### src/rtl/quad_pkg.sv
// Shared definitions for the quadrature decoder: phase encoding,
// direction constants and the Gray-code step helpers.
package quad_pkg;

  // Phase states named by the filtered {A,B} level they represent.
  typedef enum logic [1:0] {
    P00 = 2'b00,
    P01 = 2'b01,
    P11 = 2'b11,
    P10 = 2'b10
  } phase_t;

  localparam logic DIR_UP = 1'b1;
  localparam logic DIR_DN = 1'b0;

  // Successor of a phase in the up sequence P00->P01->P11->P10->P00.
  function automatic phase_t next_up(input phase_t ph);
    phase_t nxt;
    case (ph)
      P00:     nxt = P01;
      P01:     nxt = P11;
      P11:     nxt = P10;
      default: nxt = P00;
    endcase
    return nxt;
  endfunction

  // Successor of a phase in the down sequence (inverse of next_up).
  function automatic phase_t next_dn(input phase_t ph);
    phase_t nxt;
    case (ph)
      P00:     nxt = P10;
      P10:     nxt = P11;
      P11:     nxt = P01;
      default: nxt = P00;
    endcase
    return nxt;
  endfunction

endpackage

### src/rtl/quad_decoder_if.sv
// Encoder-side bundle: raw phases and enable in, count commands and
// position out. The decoder is the slave; the driver of the pins is master.
interface quad_decoder_if #(
  parameter int CNT_W = 4
);
  logic             a;
  logic             b;
  logic             en;
  logic             step;
  logic             u_d;
  logic             err;
  logic [CNT_W-1:0] pos;

  modport master (
    output a, b, en,
    input  step, u_d, err, pos
  );

  modport slave (
    input  a, b, en,
    output step, u_d, err, pos
  );
endinterface

### src/rtl/quad_filt.sv
// One encoder channel: multi-flop synchroniser followed by a glitch filter
// that only accepts a new level after it has been stable for FILT samples.
module quad_filt #(
  parameter int SYNC_STAGES = 2,
  parameter int FILT        = 3
) (
  input  logic clk,
  input  logic rst,     // asynchronous, active-low
  input  logic din,     // raw asynchronous pin
  input  logic load,    // force level from the synchroniser output
  input  logic run,     // filter active (after priming)
  output logic synced,  // synchroniser output
  output logic level    // filtered level
);

  localparam int CW = $clog2(FILT + 1);

  logic [SYNC_STAGES-1:0] sync_reg;
  logic [CW-1:0]          cnt_reg;
  logic                   level_reg;

  // Shift the raw pin through the synchroniser chain.
  always_ff @(posedge clk or negedge rst) begin
    if (!rst) sync_reg <= '0;
    else      sync_reg <= {sync_reg[SYNC_STAGES-2:0], din};
  end

  assign synced = sync_reg[SYNC_STAGES-1];

  // Count consecutive samples that disagree with the filtered level; accept on the FILT-th.
  always_ff @(posedge clk or negedge rst) begin
    if (!rst) begin
      cnt_reg   <= '0;
      level_reg <= 1'b0;
    end else if (load) begin
      cnt_reg   <= '0;
      level_reg <= synced;
    end else if (run && (synced != level_reg)) begin
      if (cnt_reg == CW'(FILT - 1)) begin
        cnt_reg   <= '0;
        level_reg <= synced;
      end else begin
        cnt_reg <= cnt_reg + CW'(1);
      end
    end else begin
      cnt_reg <= '0;
    end
  end

  assign level = level_reg;

endmodule

### src/rtl/quad_decoder.sv
// Quadrature decoder: filters the A/B phases, tracks the Gray-code phase and
// issues one-cycle step/err pulses plus a wrap-around position count.
module quad_decoder
  import quad_pkg::*;
#(
  parameter int CNT_W       = 4,
  parameter int SYNC_STAGES = 2,
  parameter int FILT        = 3
) (
  input  logic           clk,
  input  logic           rst,   // asynchronous, active-low
  quad_decoder_if.slave  bus
);

  localparam int PW = $clog2(SYNC_STAGES + 1);

  logic          sync_a, sync_b;
  logic          filt_a, filt_b;
  logic          load;
  logic          primed_reg;
  logic [PW-1:0] prime_cnt_reg;

  phase_t           state_reg, state_next;
  phase_t           cur_in;
  logic             step_reg, step_next;
  logic             err_reg, err_next;
  logic             u_d_reg, u_d_next;
  logic [CNT_W-1:0] pos_reg, pos_next;

  quad_filt #(.SYNC_STAGES(SYNC_STAGES), .FILT(FILT)) u_filt_a (
    .clk    (clk),
    .rst    (rst),
    .din    (bus.a),
    .load   (load),
    .run    (primed_reg),
    .synced (sync_a),
    .level  (filt_a)
  );

  quad_filt #(.SYNC_STAGES(SYNC_STAGES), .FILT(FILT)) u_filt_b (
    .clk    (clk),
    .rst    (rst),
    .din    (bus.b),
    .load   (load),
    .run    (primed_reg),
    .synced (sync_b),
    .level  (filt_b)
  );

  // The synchroniser is full of valid samples once SYNC_STAGES edges have passed.
  assign load   = !primed_reg && (prime_cnt_reg == PW'(SYNC_STAGES));
  assign cur_in = phase_t'({filt_a, filt_b});

  // Wait for the synchronisers to fill after reset, then mark the decoder primed.
  always_ff @(posedge clk or negedge rst) begin
    if (!rst) begin
      prime_cnt_reg <= '0;
      primed_reg    <= 1'b0;
    end else if (!primed_reg) begin
      if (load) primed_reg    <= 1'b1;
      else      prime_cnt_reg <= prime_cnt_reg + PW'(1);
    end
  end

  // Phase state and registered outputs.
  always_ff @(posedge clk or negedge rst) begin
    if (!rst) begin
      state_reg <= P00;
      step_reg  <= 1'b0;
      err_reg   <= 1'b0;
      u_d_reg   <= DIR_UP;
      pos_reg   <= '0;
    end else begin
      state_reg <= state_next;
      step_reg  <= step_next;
      err_reg   <= err_next;
      u_d_reg   <= u_d_next;
      pos_reg   <= pos_next;
    end
  end

  // Classify each filtered phase change as up, down or illegal.
  always_comb begin
    state_next = state_reg;
    step_next  = 1'b0;
    err_next   = 1'b0;
    u_d_next   = u_d_reg;
    pos_next   = pos_reg;
    if (load) begin
      // Adopt the current pin levels as the reference phase without counting.
      state_next = phase_t'({sync_a, sync_b});
    end else if (primed_reg && (cur_in != state_reg)) begin
      state_next = cur_in;
      if (cur_in == next_up(state_reg)) begin
        if (bus.en) begin
          step_next = 1'b1;
          u_d_next  = DIR_UP;
          pos_next  = pos_reg + CNT_W'(1);
        end
      end else if (cur_in == next_dn(state_reg)) begin
        if (bus.en) begin
          step_next = 1'b1;
          u_d_next  = DIR_DN;
          pos_next  = pos_reg - CNT_W'(1);
        end
      end else begin
        // Both phases moved together: direction is unknowable.
        err_next = 1'b1;
      end
    end
  end

  assign bus.step = step_reg;
  assign bus.err  = err_reg;
  assign bus.u_d  = u_d_reg;
  assign bus.pos  = pos_reg;

endmodule

### src/flat_wrapper.sv
// flat-port wrapper written by rule: the top's interface ports become plain ports
module quad_decoder_flat import quad_pkg::*;
#(
  parameter int CNT_W       = 4,
  parameter int SYNC_STAGES = 2,
  parameter int FILT        = 3
)
  (clk, rst, bus_a, bus_b, bus_en, bus_step, bus_u_d, bus_err, bus_pos);
  quad_decoder_if #(.CNT_W(CNT_W)) bus_i ();
  input  logic clk;
  input  logic rst;
  input wire logic [$bits(bus_i.a)-1:0] bus_a;
  input wire logic [$bits(bus_i.b)-1:0] bus_b;
  input wire logic [$bits(bus_i.en)-1:0] bus_en;
  output wire logic [$bits(bus_i.step)-1:0] bus_step;
  output wire logic [$bits(bus_i.u_d)-1:0] bus_u_d;
  output wire logic [$bits(bus_i.err)-1:0] bus_err;
  output wire logic [$bits(bus_i.pos)-1:0] bus_pos;
  assign bus_i.a = bus_a;
  assign bus_i.b = bus_b;
  assign bus_i.en = bus_en;
  assign bus_step = bus_i.step;
  assign bus_u_d = bus_i.u_d;
  assign bus_err = bus_i.err;
  assign bus_pos = bus_i.pos;
  quad_decoder #(.CNT_W(CNT_W), .SYNC_STAGES(SYNC_STAGES), .FILT(FILT)) u_core (.clk(clk), .rst(rst), .bus(bus_i));
endmodule
### config.mk
export PLATFORM = sky130hd
export DESIGN_NAME = quad_decoder_flat
export DESIGN_NICKNAME = d
export VERILOG_FILES = /design/src/rtl/quad_pkg.sv /design/src/rtl/quad_decoder_if.sv /design/src/rtl/quad_filt.sv /design/src/rtl/quad_decoder.sv /design/src/flat_wrapper.sv
export SDC_FILE = /design/constraint.sdc
export NUM_CORES = 1
export LEC_CHECK = 0
export BUFFER_PORTS_ARGS = -buffer_cell sky130_fd_sc_hd__buf_2
export CORE_UTILIZATION = 59
export DETAILED_ROUTE_END_ITERATION = 8
export PLACE_DENSITY_LB_ADDON = 0.2
export SLEW_MARGIN = 20
export SYNTH_ARGS = -nofsm -noshare
export SYNTH_HDL_FRONTEND = slang
export SYNTH_SLANG_ARGS = --single-unit
### constraint.sdc
create_clock -name clk -period 3.8 [get_ports clk]
set_input_delay 0.76 -clock clk [delete_from_list [all_inputs] [get_ports clk]]
set_output_delay 0.76 -clock clk [all_outputs]
set_load 0.03 [all_outputs]
Word-level counts from Yosys, hierarchy flattened
Cells that the tools add are included.
- reductions and logical operators: 16
- divide/modulo/power cells: 0
- order comparisons: 0
- bitwise gates (word level): 2
- $mul: 0
- equal/unequal tests: 13
- add/sub/neg operators: 5
- shift operators: 0
- muxes and demuxes: 40
- operators with widths (kind ; count):
    $mux 2 ; 13
    $mux 1 ; 21
    $mux 4 ; 4
    $pmux 2 s3 ; 2
    $reduce_bool 2->1 ; 6
    $eq 2x2->1 const B ; 5
    $add 2x1->2 const B ; 3
    $reduce_and 2->1 ; 3
    $reduce_and 5->1 ; 1
    $add 4x1->4 const B ; 1
    $eq 2x2->1 ; 2
    $logic_and 1x1->1 ; 4
    $ne 2x2->1 const B ; 2
    $sub 4x1->4 const B ; 1
    $eq 2x1->1 const B ; 1
    $logic_not 2->1 ; 1
    $ne 1x1->1 ; 2
    $ne 2x2->1 ; 1
    $not 1->1 ; 2
    $logic_not 1->1 ; 1
- word-level logic and storage cells: 89
- bits in read-only memories: 0
- memories kept: 0
- input bits: 5
- memory bits (writable): 0
- latch bits: 0
- register bits after elaboration: 22

Logic depth before layout (Yosys ltp)
- word-level depth: 13
- depth in mapped cells: 7
- mapped depth without buffers: 7

Hierarchy
From an unflattened synthesis, not the netlist that was laid out.
- cells, all modules: 78
- area, all modules: 1006.0 sq um
- by module, submodules not included (module ; cells an instance ; seq. area each (sq um) ; area an instance (sq um) ; instances):
    quad_decoder ; 50 ; 301.5 ; 615.6 ; 1
    quad_filt ; 14 ; 125.1 ; 195.2 ; 2

Least setup slack after synthesis
OpenSTA, ideal clock, no wires.
- kind: register -> register
- from: register u_core.u_filt_a.level_reg (netlist: u_core.u_filt_a.level)
- to: register u_core.pos_reg[3] (netlist: u_core.bus.pos[3])
- data arrival time: 2.101 ns
- data required time: 3.720 ns
- buffers on the path: 0
- cell stages (with the launch flop): 8
- path slack: 1.619 ns
- setup time: 0.080 ns
- clock period less this slack: 2.181 ns
- cell sequence: dfrtp_1 -> xnor2_1 -> nand2_1 -> ha_1 -> and3_1 -> a211o_1 -> a211oi_2 -> xor2_1
- cells in the longest elaborated chain, start to end: 3
- elaborated cells on any way between the ends: 9
- those cells by class: eq/ne: 5; mux: 1; reduce/logical: 3
- RTL lines (item ; line ; source):
    start: declaration ; quad_filt.sv:20 ; logic level_reg;
    start signal: assignment ; quad_filt.sv:37 ; level_reg <= synced;
    start signal: assignment ; quad_filt.sv:41 ; level_reg <= synced;
    $eq 2x2->1 (tied with other cells) ; quad_decoder.sv:94 ; if (cur_in == next_up(state_reg)) begin
    $ne 2x2->1 (no source line) (tied with other cells) ; - ;
    $reduce_and 5->1 (no source line) ; - ;
    end signal: assignment ; quad_decoder.sv:78 ; pos_reg <= pos_next;
    end: declaration ; quad_decoder.sv:28 ; logic [CNT_W-1:0] pos_reg, pos_next;
Several ways; a longest one is shown, not always the timed one.
A chain may end at the register's enable or synchronous reset.

Final worst setup path
Same ends and word-level chain as after synthesis.

==> key figures <==
Run status
  • Status: completed

Route
  • Post-DR vias/cell: 5.59
  • Iteration-0 DRC Markers: 2
  • WL/cell: 14.2 um
  • Drt first pass iters: 4
  • DRC: 0
  • Routed WL: 1440 um
  • Post-route antenna net violation count: 0
  • Via count: 570

STA
  • Final clock skew: 0.0120 ns
  • Endpoints failing hold: 0
  • Hold slack: 0.370 ns
  • Sum Neg Setup Slack: 0 ns
  • Fmax: 0.422 GHz
  • Crit path time final: 2.37 ns
  • Pins over their slew limit: 0
  • RSZ-0062 raised after global routing: false
  • Slew HR: 69.6%
  • Tcrit/Tclk final: 62.4%
  • Actual slew at the worst max-slew pin: 0.455 ns
  • Final setup violation count: 0

CTS
  • CTS tree: yes
  • CTS Hold Bufs: 0
  • CTS Sinks: 22
  • Reg clk slew, reported paths: 0.12 ns
  • Clk_lat worst skew: 0.30 ns
  • Postcts setup bufs: 0
  • Post-CTS resize count: 0
  • # H-tree levels: 1
  • CTS buffer count: 3
  • Root buf cell: clkbuf_4
  • Maximum root-to-sink buffer count: 2

Floorplanning
  • Initial Util: 63.9%
  • Row count: 14
  • Total die area: 1820 um^2
  • Horiz. Die Dim: 42.6 um
  • Io pins: 12
  • Core area: 1520 um^2
  • Die Height: 42.6 um

Final layout
  • Final non-filler cell total: 102
  • Ant diodes: 0
  • Flip-flop count of the largest register after layout: 4
  • Cell area after layout: 1070 um^2
  • Filler instances: 110
  • Ratio of cells with drive above 1 in the final layout: 27.9%
  • Final Net Count: 96
  • Area growth syn-to-layout: 9.64%

Synth
  • Syn Area/Cell: 13.3 um^2
  • Synthesized flop and latch total: 22
  • Synth unique cells: 25
  • Mapped Cells: 73
  • Yosys top cell area share: 54.0%
  • Mapped Nets: 82
  • Synth warnings: 0
  • Syn Std Cell Area: 973 um^2
  • Seq/Total Area, Yosys: 56.7%
  • Area leader, netlist: dfrtp_1
  • Synth area leaders: dfrtp_1 (54%), xor2_1 (4.5%), ha_1 (3.9%)

Power
  • Sw Pwr: 445 uW
  • Leak pwr: 0.518 nW
  • Flop pwr share: 37.6%
  • Internal power: 619 uW
  • Clk pwr share: 10.0%
  • Switching share of total power: 41.8%
  • Worst IR Drop VDD: 557 uV
  • Comb pwr share: 52.5%
  • PwrDens: 997 nW/um^2

Critical path
  • Critical Path AT: 2.59 ns
  • Crit end category: register
  • WP buf/inv: 0
  • Worst Setup Path Type: register to register
  • Crit path cell chain: xnor2_1 > nand2_1 > ha_1 > and3_1 > a211o_1 > a211oi_2 > xor2_1
  • Slowest-stage cell, CP: dfrtp_1
  • Worst EP required: 4.02 ns
  • Startpoint types: register
  • Slowest stage delay, CP: 0.46 ns
  • Crit path max fanout: 5
  • Crit path max-delay family: XOR/XNOR gates

Global route
  • Vias in the first global route: 577
  • Gr usage total: 19.3%
  • Congestion Overflow GR: 0
  • Antenna violations before repair: 0
  • Pin count of the biggest net entering global routing: 23
  • First-pass GRT wire length: 2550 um

Placed design
  • GPL Wtd Cong: 0.726
  • Placed insts: 98
  • Post-DP Area: 1040 um^2
  • Port buffer count: 11
  • HPWL Detailed: 1060 um

Flow run
  • Max Cap Viol: 0

Worst hold path
  • Worst min-delay path class: register to register
-- path summary, 6_finish.rpt --
check                                               to  slack, ns                         from  depth (start not counted)
setup / recovery                     u_core.bus.pos[3]       1.43        u_core.u_filt_a.level                          7
hold / removal             u_core.u_filt_a.sync_reg[1]       0.37  u_core.u_filt_a.sync_reg[0]                          0
setup reg to reg                     u_core.bus.pos[3]       1.43        u_core.u_filt_a.level                          7
hold reg to reg            u_core.u_filt_a.sync_reg[1]       0.37  u_core.u_filt_a.sync_reg[0]                          0
max in group asynchronous               u_core.bus.u_d       3.06                          rst                          1
min in group asynchronous              u_core.bus.step       0.38                          rst                          1
-- area by class of cell --
type | count | area (um^2) | area share [%]
well taps | 16 | 20.0 | 1.88
clock buffers | 4 | 26.3 | 2.46
flip-flops and latches | 22 | 552 | 51.7
multi-input cells | 47 | 407 | 38.1
repair buffers | 11 | 55.1 | 5.16
inverters | 2 | 7.51 | 0.703
-- Yosys cell counts --
cell,count
a211o_1,1
a211oi_2,1
a21o_1,1
and3_1,2
clkbuf_1,2
dfrtp_1,21
dfstp_2,1
fa_1,1
ha_1,3
inv_1,2
mux2_2,2
mux2_4,2
mux2i_1,2
nand2_1,6
nand3b_1,1
nor2_2,1
nor4b_1,2
nor4bb_1,2
o211ai_1,1
o21ai_0,6
o22ai_1,1
or2_2,1
xnor2_1,4
xor2_1,5
xor2_2,2
-- per-layer routing --
| metal | GRT usage (%) | part of all wire (%) | wire length [um] |
|---|---|---|---|
| met5 | 0 | 0 | 0 |
| met4 | 7.50 | 0.62 | 9 |
| met3 | 3.88 | 2.1 | 31 |
| met2 | 32.1 | 53 | 760 |
| met1 | 24.7 | 44 | 642 |
-- logic make-up after synthesis --
family	Yosys count	share of synthesized area, %
AOI/OAI and AO/OA	11	7.46
xor gates and xnor gates	11	11.4
adders and majority gates	4	5.91
buffers and inverters	4	1.54
DFF	22	56.7
muxes	6	7.46
and+or+nand+nor	15	9.51
-- through the flow --
step	setup WS [ns]	util, %	total power, mW
after floorplan	1.62	-	0.849
after global placement	1.54	68.3	0.941
after detailed placement	1.47	68.3	0.967
after CTS	1.42	70.0	1.08
after global routing	1.31	70.0	1.15
final	1.43	70.0	1.06
-- power by group through the flow --
stage	logic [mW]	registers, mW	clock network, mW
global placement	0.541	0.401	0
global route	0.615	0.414	0.119
floorplan	0.385	0.464	0
detailed placement	0.561	0.406	0
finish	0.558	0.399	0.106
CTS	0.567	0.401	0.110
-- cells in the final DEF (no fill, tap or decap) --
master,Yosys,final
mux2i_1,2,2
o22ai_1,1,1
o21ai_0,6,6
fa_1,1,1
xor2_1,5,5
o211ai_1,1,1
dfrtp_1,21,21
a211o_1,1,1
buf_2,0,11
mux2_2,2,2
dfstp_2,1,1
clkbuf_1,2,1
inv_1,2,2
mux2_4,2,2
a211oi_2,1,1
xor2_2,2,2
and3_1,2,2
nor2_2,1,1
nand2_1,6,6
ha_1,3,3
clkbuf_4,0,3
xnor2_1,4,4
nor4b_1,2,2
nand3b_1,1,1
a21o_1,1,1
or2_2,1,1
nor4bb_1,2,2
Note: power is estimated with default switching activity, not from simulation.
